### config.mk
export PLATFORM = sky130hd
export DESIGN_NAME = prog_sequencer_flat
export DESIGN_NICKNAME = d
export VERILOG_FILES = /design/src/rtl/prog_seq_pkg.sv /design/src/rtl/prog_seq_if.sv /design/src/rtl/seq_ret_stack.sv /design/src/rtl/prog_sequencer.sv /design/src/flat_wrapper.sv
export SDC_FILE = /design/constraint.sdc
export NUM_CORES = 1
export LEC_CHECK = 0
export ABC_AREA = 1
export CORE_ASPECT_RATIO = 1.1
export CORE_MARGIN = 1
export CORE_UTILIZATION = 54
export CTS_CLUSTER_DIAMETER = 50
export CTS_CLUSTER_SIZE = 24
export DETAILED_ROUTE_END_ITERATION = 16
export PLACE_DENSITY_LB_ADDON = 0.25
export SLEW_MARGIN = 20
export SYNTH_ARGS = -nofsm -noshare
export SYNTH_HDL_FRONTEND = slang
export SYNTH_SLANG_ARGS = --single-unit
### constraint.sdc
create_clock -name clk_i -period 1.9 [get_ports clk_i]
set_input_delay 0.57 -clock clk_i [delete_from_list [all_inputs] [get_ports clk_i]]
set_output_delay 0.57 -clock clk_i [all_outputs]
set_load 0.05 [all_outputs]
### src/rtl/prog_seq_pkg.sv
// Shared types and width helpers for the program sequencer and its return stack.
package prog_seq_pkg;

    typedef enum logic [1:0] {
        RUN,
        HALTED,
        FAULT
    } seq_state_e;

    typedef enum logic [2:0] {
        OP_HALT,
        OP_RET,
        OP_CALL,
        OP_BR,
        OP_INC
    } seq_op_e;

    // SP counts 0..depth inclusive, so it needs one more code than the entry count.
    function automatic int sp_width(input int depth);
        return $clog2(depth + 1);
    endfunction

    function automatic int idx_width(input int depth);
        return (depth > 1) ? $clog2(depth) : 1;
    endfunction

    function automatic seq_op_e decode_op(input logic halt, input logic ret,
                                          input logic call, input logic br);
        if (halt)      return OP_HALT;
        else if (ret)  return OP_RET;
        else if (call) return OP_CALL;
        else if (br)   return OP_BR;
        else           return OP_INC;
    endfunction

endpackage

### src/rtl/prog_seq_if.sv
// Control/LUT-load request bus from Ctrl into the sequencer, plus its status outputs.
interface prog_seq_if #(
    parameter int PC_W   = 10,
    parameter int JPTR_W = 3
);
    logic              stall;
    logic [JPTR_W-1:0] jptr;
    logic              br;
    logic              br_taken;
    logic              call;
    logic              ret;
    logic              halt;
    logic              lut_we;
    logic [JPTR_W-1:0] lut_addr;
    logic [PC_W-1:0]   lut_data;
    logic [PC_W-1:0]   pc;
    logic              done;
    logic              stack_err;

    modport master (
        output stall, jptr, br, br_taken, call, ret, halt, lut_we, lut_addr, lut_data,
        input  pc, done, stack_err
    );

    modport slave (
        input  stall, jptr, br, br_taken, call, ret, halt, lut_we, lut_addr, lut_data,
        output pc, done, stack_err
    );
endinterface

### src/rtl/seq_ret_stack.sv
// Return-address stack with registered SP; overflow/underflow policy belongs to the caller.
module seq_ret_stack
    import prog_seq_pkg::*;
#(
    parameter int DEPTH = 4,
    parameter int W     = 10
) (
    input  logic         clk_i,
    input  logic         reset_i,
    input  logic         push_i,
    input  logic         pop_i,
    input  logic [W-1:0] data_i,
    output logic [W-1:0] top_o,
    output logic         full_o,
    output logic         empty_o
);
    localparam int SP_W  = sp_width(DEPTH);
    localparam int IDX_W = idx_width(DEPTH);

    logic [W-1:0]     mem_q [DEPTH];
    logic [SP_W-1:0]  sp_q, sp_d;
    logic [IDX_W-1:0] wr_idx, rd_idx;
    logic             do_push, do_pop;

    assign full_o  = (sp_q == SP_W'(DEPTH));
    assign empty_o = (sp_q == '0);
    assign do_push = push_i && !full_o;
    assign do_pop  = pop_i && !empty_o && !push_i;
    assign wr_idx  = IDX_W'(sp_q);
    assign rd_idx  = IDX_W'(sp_q - SP_W'(1));
    assign top_o   = mem_q[rd_idx];

    always_comb begin
        sp_d = sp_q;
        if (do_push)     sp_d = sp_q + SP_W'(1);
        else if (do_pop) sp_d = sp_q - SP_W'(1);
    end

    always_ff @(posedge clk_i) begin
        if (reset_i) sp_q <= '0;
        else         sp_q <= sp_d;
    end

    // NOTE: storage has no reset; entries above SP are never read, so clearing SP is enough.
    always_ff @(posedge clk_i) begin
        if (do_push) mem_q[wr_idx] <= data_i;
    end

endmodule

### src/rtl/prog_sequencer.sv
// Program sequencer: PC, runtime jump LUT, call/return stack, stall and halt/fault FSM.
// Define PROG_SEQ_REL_JUMP_EN for PC-relative LUT targets; default is absolute.
module prog_sequencer
    import prog_seq_pkg::*;
#(
    parameter int PC_W        = 10,
    parameter int JPTR_W      = 3,
    parameter int STACK_DEPTH = 4
) (
    input  logic      clk_i,
    input  logic      reset_i,
    prog_seq_if.slave bus
);
    localparam int LUT_N = 2 ** JPTR_W;

    seq_state_e      state_q, state_d;
    logic [PC_W-1:0] pc_q, pc_d;
    logic            done_q, done_d;
    logic            err_q, err_d;
    logic [PC_W-1:0] lut_q [LUT_N];
    logic [PC_W-1:0] lut_rd, target, pc_plus1;
    logic [PC_W-1:0] stk_top;
    logic            stk_full, stk_empty, push, pop;
    seq_op_e         op;

    assign pc_plus1 = pc_q + PC_W'(1);
    // Reading before the write lands gives the old entry on a same-cycle write.
    assign lut_rd   = lut_q[bus.jptr];

`ifdef PROG_SEQ_REL_JUMP_EN
    assign target = pc_q + lut_rd;
`else
    assign target = lut_rd;
`endif

    always_ff @(posedge clk_i) begin
        if (reset_i) begin
            for (int i = 0; i < LUT_N; i++) lut_q[i] <= '0;
        end else if (bus.lut_we) begin
            lut_q[bus.lut_addr] <= bus.lut_data;
        end
    end

    seq_ret_stack #(
        .DEPTH (STACK_DEPTH),
        .W     (PC_W)
    ) u_stack (
        .clk_i   (clk_i),
        .reset_i (reset_i),
        .push_i  (push),
        .pop_i   (pop),
        .data_i  (pc_plus1),
        .top_o   (stk_top),
        .full_o  (stk_full),
        .empty_o (stk_empty)
    );

    // NOTE: every always_comb output gets a default first so no path can infer a latch.
    always_comb begin
        state_d = state_q;
        pc_d    = pc_q;
        done_d  = done_q;
        err_d   = err_q;
        push    = 1'b0;
        pop     = 1'b0;
        op      = decode_op(bus.halt, bus.ret, bus.call, bus.br);

        if (state_q == RUN && !bus.stall) begin
            case (op)
                OP_HALT: begin
                    state_d = HALTED;
                    done_d  = 1'b1;
                end
                OP_RET: begin
                    if (stk_empty) begin
                        state_d = FAULT;
                        done_d  = 1'b1;
                        err_d   = 1'b1;
                    end else begin
                        pc_d = stk_top;
                        pop  = 1'b1;
                    end
                end
                OP_CALL: begin
                    if (stk_full) begin
                        state_d = FAULT;
                        done_d  = 1'b1;
                        err_d   = 1'b1;
                    end else begin
                        pc_d = target;
                        push = 1'b1;
                    end
                end
                OP_BR:   pc_d = bus.br_taken ? target : pc_plus1;
                default: pc_d = pc_plus1;
            endcase
        end
    end

    // NOTE: sequential state uses non-blocking assignment so all registers update together.
    always_ff @(posedge clk_i) begin
        if (reset_i) begin
            state_q <= RUN;
            pc_q    <= '0;
            done_q  <= 1'b0;
            err_q   <= 1'b0;
        end else begin
            state_q <= state_d;
            pc_q    <= pc_d;
            done_q  <= done_d;
            err_q   <= err_d;
        end
    end

    assign bus.pc        = pc_q;
    assign bus.done      = done_q;
    assign bus.stack_err = err_q;

endmodule

### src/flat_wrapper.sv
// flat-port wrapper written by rule: the top's interface ports become plain ports
module prog_sequencer_flat import prog_seq_pkg::*;
#(
    parameter int PC_W        = 10,
    parameter int JPTR_W      = 3,
    parameter int STACK_DEPTH = 4
)
  (clk_i, reset_i, bus_stall, bus_jptr, bus_br, bus_br_taken, bus_call, bus_ret, bus_halt, bus_lut_we, bus_lut_addr, bus_lut_data, bus_pc, bus_done, bus_stack_err);
  prog_seq_if #(.PC_W(PC_W), .JPTR_W(JPTR_W)) bus_i ();
  input  logic clk_i;
  input  logic reset_i;
  input wire logic [$bits(bus_i.stall)-1:0] bus_stall;
  input wire logic [$bits(bus_i.jptr)-1:0] bus_jptr;
  input wire logic [$bits(bus_i.br)-1:0] bus_br;
  input wire logic [$bits(bus_i.br_taken)-1:0] bus_br_taken;
  input wire logic [$bits(bus_i.call)-1:0] bus_call;
  input wire logic [$bits(bus_i.ret)-1:0] bus_ret;
  input wire logic [$bits(bus_i.halt)-1:0] bus_halt;
  input wire logic [$bits(bus_i.lut_we)-1:0] bus_lut_we;
  input wire logic [$bits(bus_i.lut_addr)-1:0] bus_lut_addr;
  input wire logic [$bits(bus_i.lut_data)-1:0] bus_lut_data;
  output wire logic [$bits(bus_i.pc)-1:0] bus_pc;
  output wire logic [$bits(bus_i.done)-1:0] bus_done;
  output wire logic [$bits(bus_i.stack_err)-1:0] bus_stack_err;
  assign bus_i.stall = bus_stall;
  assign bus_i.jptr = bus_jptr;
  assign bus_i.br = bus_br;
  assign bus_i.br_taken = bus_br_taken;
  assign bus_i.call = bus_call;
  assign bus_i.ret = bus_ret;
  assign bus_i.halt = bus_halt;
  assign bus_i.lut_we = bus_lut_we;
  assign bus_i.lut_addr = bus_lut_addr;
  assign bus_i.lut_data = bus_lut_data;
  assign bus_pc = bus_i.pc;
  assign bus_done = bus_i.done;
  assign bus_stack_err = bus_i.stack_err;
  prog_sequencer #(.PC_W(PC_W), .JPTR_W(JPTR_W), .STACK_DEPTH(STACK_DEPTH)) u_core (.clk_i(clk_i), .reset_i(reset_i), .bus(bus_i));
endmodule
==> results of run 1 <==
cells by family after synthesis:
family                     after synthesis
and+or+nand+nor                        447
DFF                                    137
buffers and inverters                  102
AOI/OAI and AO/OA                       31
adders and majority gates                6
xor gates and xnor gates                 1
cells in the mapped netlist:
library cell   instances  area, µm²
nand3_1              102      510.5
inv_1                 58      217.7
nor2_2                 3      18.77
nor2_1               118      442.9
dfxtp_1               17      340.3
edfxtp_1             120       3603
nor2_4                 1      11.26
clkbuf_1               3      11.26
a21oi_2                1      8.760
clkinv_2               1      5.000
nand3_2                1      10.01
ha_1                   6      75.07
nand2_2                8      50.05
clkinv_1               5      18.77
nand2_1              208      780.8
dlygate4sd1_1          1      8.760
o21ai_2                1      8.760
buf_1                  1      3.750
buf_4                  5      37.54
xor2_1                 1      8.760
a21oi_1               16      80.08
o21ai_0                9      45.04
and2_1                 1      6.260
o21bai_1               1      7.510
buf_6                  1      11.26
buf_2                 19      95.09
nand4_1                5      31.28
o21ai_1                3      15.01
inv_2                  8      30.03
flip-flops by register name, indices dropped and copies added, names as in the netlist:
register and flops:
u_core.u_stack.sp_q 3, u_core.u_stack.mem_q 40, u_core.lut_q 80, u_core.bus.stack_err 1
u_core.bus.pc 10, u_core.state_q 2, u_core.bus.done 1
power by group:
| part | total (µW) | switching, µW | internal, µW |
|---|---|---|---|
| combinational | 806 | 498 | 309 |
| clock | 2950 | 1170 | 1780 |
| sequential | 3480 | 64.2 | 3420 |
| total | 7240 | 1730 | 5500 |
routing by layer:
metal  share of wire [%]  wire length, µm
met3                 4.2              614
met4                 3.0              434
met5                   0                0
met1                  40             5714
met2                  53             7699
critical path: cells and delay by family (launching register included):
| kind | cells | cell delay (ns) |
|---|---|---|
| flops | 1 | 0.46 |
| buf+inv | 2 | 0.32 |
cell type report:
class / instances / share of cell area (%)
clock buffer: 22 / 5.569
sequential: 137 / 49.44
multi-input combinational: 485 / 26.59
inverter: 72 / 3.404
clock inverter: 9 / 0.9725
timing repair buffer: 84 / 11.67
tap: 150 / 2.353
per-stage QoR:
| step | instances | instance area (µm²) | TNS, ns |
|---|---|---|---|
| 2_1_floorplan | 724 | 6504 | -0.7411 |
| 4_1_cts | 959 | 7974 | 0 |
| 3_5_place_dp | 928 | 7452 | -35.58 |
| 5_1_grt | 959 | 7976 | 0 |
| 3_3_place_gp | 928 | 7452 | -29.57 |
| 6_report | 959 | 7976 | 0 |
what timing repair did:
action                                  in CTS  in global routing
endpoints found under the hold margin        0                  0
gates resized for setup                      0                  1
endpoints found under the setup margin       0                  1
hold buffers                                 0                  0
final timing paths:
check | start | to | slack (ns) | cells past startpoint
worst max-delay path | u_core.bus.pc[0] | bus_pc[0] | 0.13 | 2
worst min-delay path | u_core.state_q[1] | u_core.state_q[1] | 0.46 | 2
worst max register to register | u_core.u_stack.sp_q[1] | u_core.bus.pc[7] | 0.15 | 10
worst min register to register | u_core.state_q[1] | u_core.state_q[1] | 0.46 | 2
==> results.md, run 1 <==
- The leakage power figure is 0.003371 µW.
- The final-report max-slew violation count is 0.
- Of the total synthesized cell area, the portion taken by full adders, half adders and majority gates is under 10%.
- The highest-utilization routing layer at the global route stage is met2.
- Once the floorplan was initialized, standard cells occupied a little under three fifths of the core.
- Setup repair after global routing left no endpoint under its margin.
- The post-layout worst setup margin is between 0.1 and 0.15 ns.
- The maximum number of pins on one net before global-route repair is between 40 and 50.
- Dividing the detail-routed wire length by the instance count gives approximately 15 µm.
- After synthesis the netlist holds a flip-flop and latch count of 137.
- The total routed wirelength is 14460 µm.
- The global-route usage over all layers is 24.96%.
- The global-route congestion overflow total is 0.
- The die extent in x is about 110 µm.
- The top cell types in the final layout, fill and taps aside, are 208 x nand2_1, 120 x edfxtp_1, 114 x nor2_1, 102 x nand3_1, 58 x inv_1.
- The number of setup buffers added after CTS is 0.
- The commonest non-fill, non-tap cell in the layout is nand2_1.
- The post-placement setup slack is -0.2629 ns.
- The number of clock sinks is roughly 140.
- The worst setup path is of the flip-flop to output pin kind.
- The CTS root buffer is clkbuf_16.
- The startpoint type of the worst setup path is a flip-flop.
- After synthesis, the largest family of logic cells by area is simple AND/OR/NAND/NOR gates.
- After the last flow step, the layout net total stands at 828.
- The die covers 12470 µm².
- The critical path endpoint category is an output pin.
- In this design, the stage delay of the slowest critical-path cell is 0.46 ns.
- During synthesis, Yosys emitted a total of 0 warnings.
- For this block, the initial DRC count from the detailed router was 241.
- For met2 alone, demand over resource in global routing was around 47%.
- The critical-path maximum fanout is 7.
- When the netlist entered floorplanning its net count stood at 755.
- Clock-pin slew was measured on the worst setup and hold paths at 0.05 ns.
- The detailed-router iteration count before antenna repair is 5.
- The boundary pin count is 37.
- Across the VDD grid, the largest voltage drop is 0.4854 mV.
- The fraction of layout instances using a drive strength above 1 is about 14%.
- The via count of the first global-routing pass is approximately 5000.
- The clock passes through at most 2 buffers.
- Setup violations remaining at the end of the flow were counted as 0.
- The core region area is 11590 µm².
- After detailed routing, the number of vias per cell comes to 5.229.
- STA puts the critical path data required time at 1.33 ns.
- The global placer's final weighted congestion is about 0.9.
- The number of nets with antenna violations after detailed routing is 0.
- The critical path goes through buf_4 > buf_12.
- The depth of the CTS H-tree is 4.
- Buffers inserted during clock tree synthesis total 17.
- The post-synthesis area per instance is 8.969 µm².
- The final number of hold-violating endpoints is 0.
- The flow ran to the end, and the final reports show no timing, DRC or antenna violations.
- Data arrives at the worst endpoint at approximately 1.2 ns.
- The total power draw is slightly above 7000 µW.
- Cells fill ~69% of the core in the end.
- The post-route clock skew is roughly 0.0089 ns.
- Row generation in the floorplan step produced between 40 and 50 rows.
- The first global-routing pass estimated around 23000 µm of wire.
- The total half-perimeter wirelength after legalization and detailed placement is around 10000 µm.
- The smallest clock period supported by the final layout is computed as 1.765 ns.
- The slowest stage of the critical path belongs to the cell dfxtp_1.
- For this run, the register share of the synthesized area comes to just over 60%.
- Summing all flip-flop and latch instances after layout gives roughly 3900 µm².
- The xor and xnor fraction of the mapped netlist area is less than 1%.
- The count of buffers inserted at the top-level ports is 36.
- The multi-input gate area in the final layout is 2121 µm².
- The netlist area before placement is between 6000 and 7000 µm².
- The final cycle utilization of the critical path is ~93%.
- The max capacitance violation total is 0.
- The relative max-transition margin is about three quarters.
- For the worst-skew pair, the clock arrives at the later sink with an insertion delay of 0.41 ns.
- The number of antenna violations at the first check in global routing is 0.
- The areal power density over the cells is 907.2 nW/µm².
- The area growth from synthesis to layout is 22.83%.
- The slew at the pin closest to its max-slew limit is 0.3751 ns.
- TritonCTS built the clock tree.
- The top achievable clock speed is ~570 MHz.
- The met3 track utilization from global routing is 4.596%.
- The count of vias placed by the detailed router is around 5000.
- Synthesis instantiated 29 different standard cells from the library.
- The synthesized-area fraction occupied by ao, oa, aoi and oai cells is under 10%.
- The antenna diode count is 0.
- After detailed routing, the number of remaining DRC violations is 0.
- Across all hold checks on the routed design, the worst slack comes to around 0.46 ns.
- In the synthesized netlist, the number of instances is 724.
- The vertical extent of the die is 117.0 µm.
- The mux contribution to synthesized area is 0%.
- The worst hold path belongs to the class flip-flop to flip-flop.
- The fraction of met1 tracks used by global routing is a little over a quarter.
- The synthesized-area fraction occupied by and/or/nand/nor cells is 28.67%.
- Fill cells in the final layout number roughly 900.
(Power assumes the default switching activity.)
==> run 2, diff against run 1 <==
- CORE_UTILIZATION: 54 -> 55
- CTS_BUF_LIST: default -> sky130_fd_sc_hd__clkbuf_8
==> run 2 against run 1 <==
  * First-iteration DRC count increased by 45%
  * Register-to-register slack better by 0.02 ns
  * Die area down 1.8%
  * Critical endpoint is now u_core.u_stack.mem_q[0][5]
  * Highest routed layer unchanged
==> results.md, run 2 (synthesis gave the netlist of run 1 again) <==
- The run finished with clean final reports.
- The per-cell via count in the routed design is 5.338.
- The register name with the most flops is u_core.lut_q.
- The number of setup buffers added after CTS is 0.
- The final cycle utilization of the critical path is 91.21%.
- In this run the worst hold path is classified as flip-flop to flip-flop.
- At the end of the flow, the number of nets in the layout was just over 800.
- The routed layout has approximately 5100 vias.
- Once the floorplan was initialized, standard cells occupied 56.51% of the core.
- The post-layout worst setup margin is roughly 0.17 ns.
- The clock drives roughly 140 sinks.
- Once detail routing completed, the nets flagged for antenna violations numbered 0.
- Before antenna repair, the detailed router went through 5 iterations.
- The CTS clock-pin slew for the worst setup and hold paths is around 0.07 ns.
- The starting DRC count in detailed routing is 350.
- The critical path endpoint category is a flip-flop.
- STA classifies the critical path startpoint as a flip-flop.
- The via count of the first global-routing pass is about 5000.
- The total half-perimeter wirelength after legalization and detailed placement is around 11000 µm.
- The row count is 41.
- The count of buffers inserted at the top-level ports is 36.
- Setup violations remaining at the end of the flow were counted as 0.
- In this run the tightest slew margin relative to its limit is between 70% and 80%.
- The longest clock path from root to sink contains 2 buffers.
- For the pin with the worst max-slew slack, the measured transition is ~0.4 ns.
- In this run the standard cell core region covers about 11000 µm².
- Across the VDD grid, the largest voltage drop is roughly 0.5 mV.
- The floorplan step defined a die boundary enclosing 12250 µm².
- The vertical extent of the die is ~120 µm.
- TritonCTS built the clock tree.
- The later pin in the worst-skew pair is clocked with a latency of 0.44 ns.
- The analysis attributes to cell leakage a power of approximately 0.0033 µW.
- In this run, post-CTS repair resized a total of 0 instances.
- The final-report max-slew violation count is 0.
- The critical-path maximum fanout is 10.
- The total power draw is between 6000 and 7000 µW.
- Static timing analysis puts the maximum clock frequency at around 580 MHz.
- After clock tree synthesis, the flow added hold-fix buffers numbering 0.
- At the worst endpoint, the required time is about 2 ns.
- For this run, the total global-route usage over all layers was measured as 25.98%.
- The areal power density over the cells is between 800 and 900 nW/µm².
- Across the run, the number of max-cap violations was 0.
- The number of clock buffers inserted by TritonCTS is 17.
- Summed over all layers, the global routing overflow is 0.
- The number of antenna violations at the first check in global routing was 0.
- Final hold analysis gives a worst-case slack of 0.4554 ns.
- The number of fill cells is about 900.
- The fraction of layout instances using a drive strength above 1 is between 10% and 20%.
- The register with the most flip-flops in the layout has 80 of them.
- Setup repair after global routing left no endpoint under its margin.
- The share of the core filled with cells in the final layout is roughly 68%.
- The repair_antennas step left the layout with diodes totalling 0.
- The CTS root buffer is clkbuf_8.
- The startpoint-to-endpoint class of the critical path is flip-flop to flip-flop.
- At the end of routability-driven placement, the weighted congestion stood at between 0.8 and 0.9.
- The routed length per placed instance is ~15 µm.
- The final number of hold-violating endpoints is 0.
- The floorplan step set the die width to 105.6 µm.
- The boundary pin count is 37.
- Compared with the post-synthesis result, the final layout area differs by 21.00%.
- The total routed wirelength is 14530 µm.
- The maximum number of pins on one net before global-route repair is 41.
- The post-placement setup slack is -0.2364 ns.
- The first global-routing pass estimated about 24000 µm of wire.
- At the worst endpoint, the arrival time is between 1.5 and 2 ns.
- For this run, design rule violations remaining after detail routing come to 0.
- The post-route clock skew is about 0.0086 ns.
- The commonest non-fill, non-tap cell in the layout is nand2_1.
- The routed design could run at a clock period as short as 1.733 ns.
- Leaving out fill and tap cells, the most frequent cells in the layout are 208 x nand2_1, 120 x edfxtp_1, 114 x nor2_1, 102 x nand3_1, 59 x inv_1.
- The depth of the CTS H-tree is 4.
-- run 2: cell count changes in the layout (fill, tap and decap cells not counted), sizes merged --
| cell | change |
|---|---|
| clkdlybuf4s50 | +1 |
| dlymetal6s2s | -1 |
| buf | -1 |
| clkinvlp | +3 |
| bufinv | +1 |
| inv | +2 |
| clkbuf | -5 |
-- run 2: metal layers --
metal  vias up  GRT usage (%)  share of wire, %
met5         -              0                 0
met4         0          11.20               2.8
met3        38          5.062               5.5
met2       167          48.25                53
met1      2407          29.34                39
li1       2507              -                 -
-- run 2: final timing paths --
check                               end  slack (ns)  depth (start not counted)              startpoint
max          u_core.u_stack.mem_q[0][5]        0.17                          8  u_core.u_stack.sp_q[1]
min reg2reg        u_core.bus.stack_err        0.46                          2    u_core.bus.stack_err
min                u_core.bus.stack_err        0.46                          2    u_core.bus.stack_err
max reg2reg  u_core.u_stack.mem_q[0][5]        0.17                          8  u_core.u_stack.sp_q[1]
-- run 2: cell type report --
class,count,area [µm²],share of cell area [%]
Clock buffer,17,234.0,2.978
Clock inverter,15,135.1,1.720
Inverter,72,275.3,3.503
Multi-Input combinational cell,485,2123,27.02
Sequential cell,137,3944,50.19
Tap cell,150,187.7,2.389
Timing Repair Buffer,83,958.4,12.20
-- run 2: worst max-delay path: stages, from the launching register on --
cell and delay (ns):
dfxtp_1 0.39, inv_1 0.11, ha_2 0.22, nand2_1 0.11, nand3_2 0.09, nor2_2 0.13, inv_2 0.09, nor2_2 0.15
buf_12 0.15
-- run 2: report_power, final --
group | total [µW] | internal (µW) | switching (µW) | leakage [µW]
Clock | 2230 | 1140 | 1100 | 0.000184
Sequential | 3480 | 3410 | 62.6 | 0.00127
Combinational | 826 | 318 | 508 | 0.00185
Total | 6540 | 4870 | 1670 | 0.00330
-- run 2: through the flow --
stage | setup TNS (ns) | instance area (µm²) | std cells
after floorplan | -0.7411 | 6504 | 724
after global placement | -29.24 | 7482 | 927
after detailed placement | -36.48 | 7482 | 927
after CTS | 0 | 7851 | 959
after global routing | 0 | 7858 | 959
final | 0 | 7858 | 959
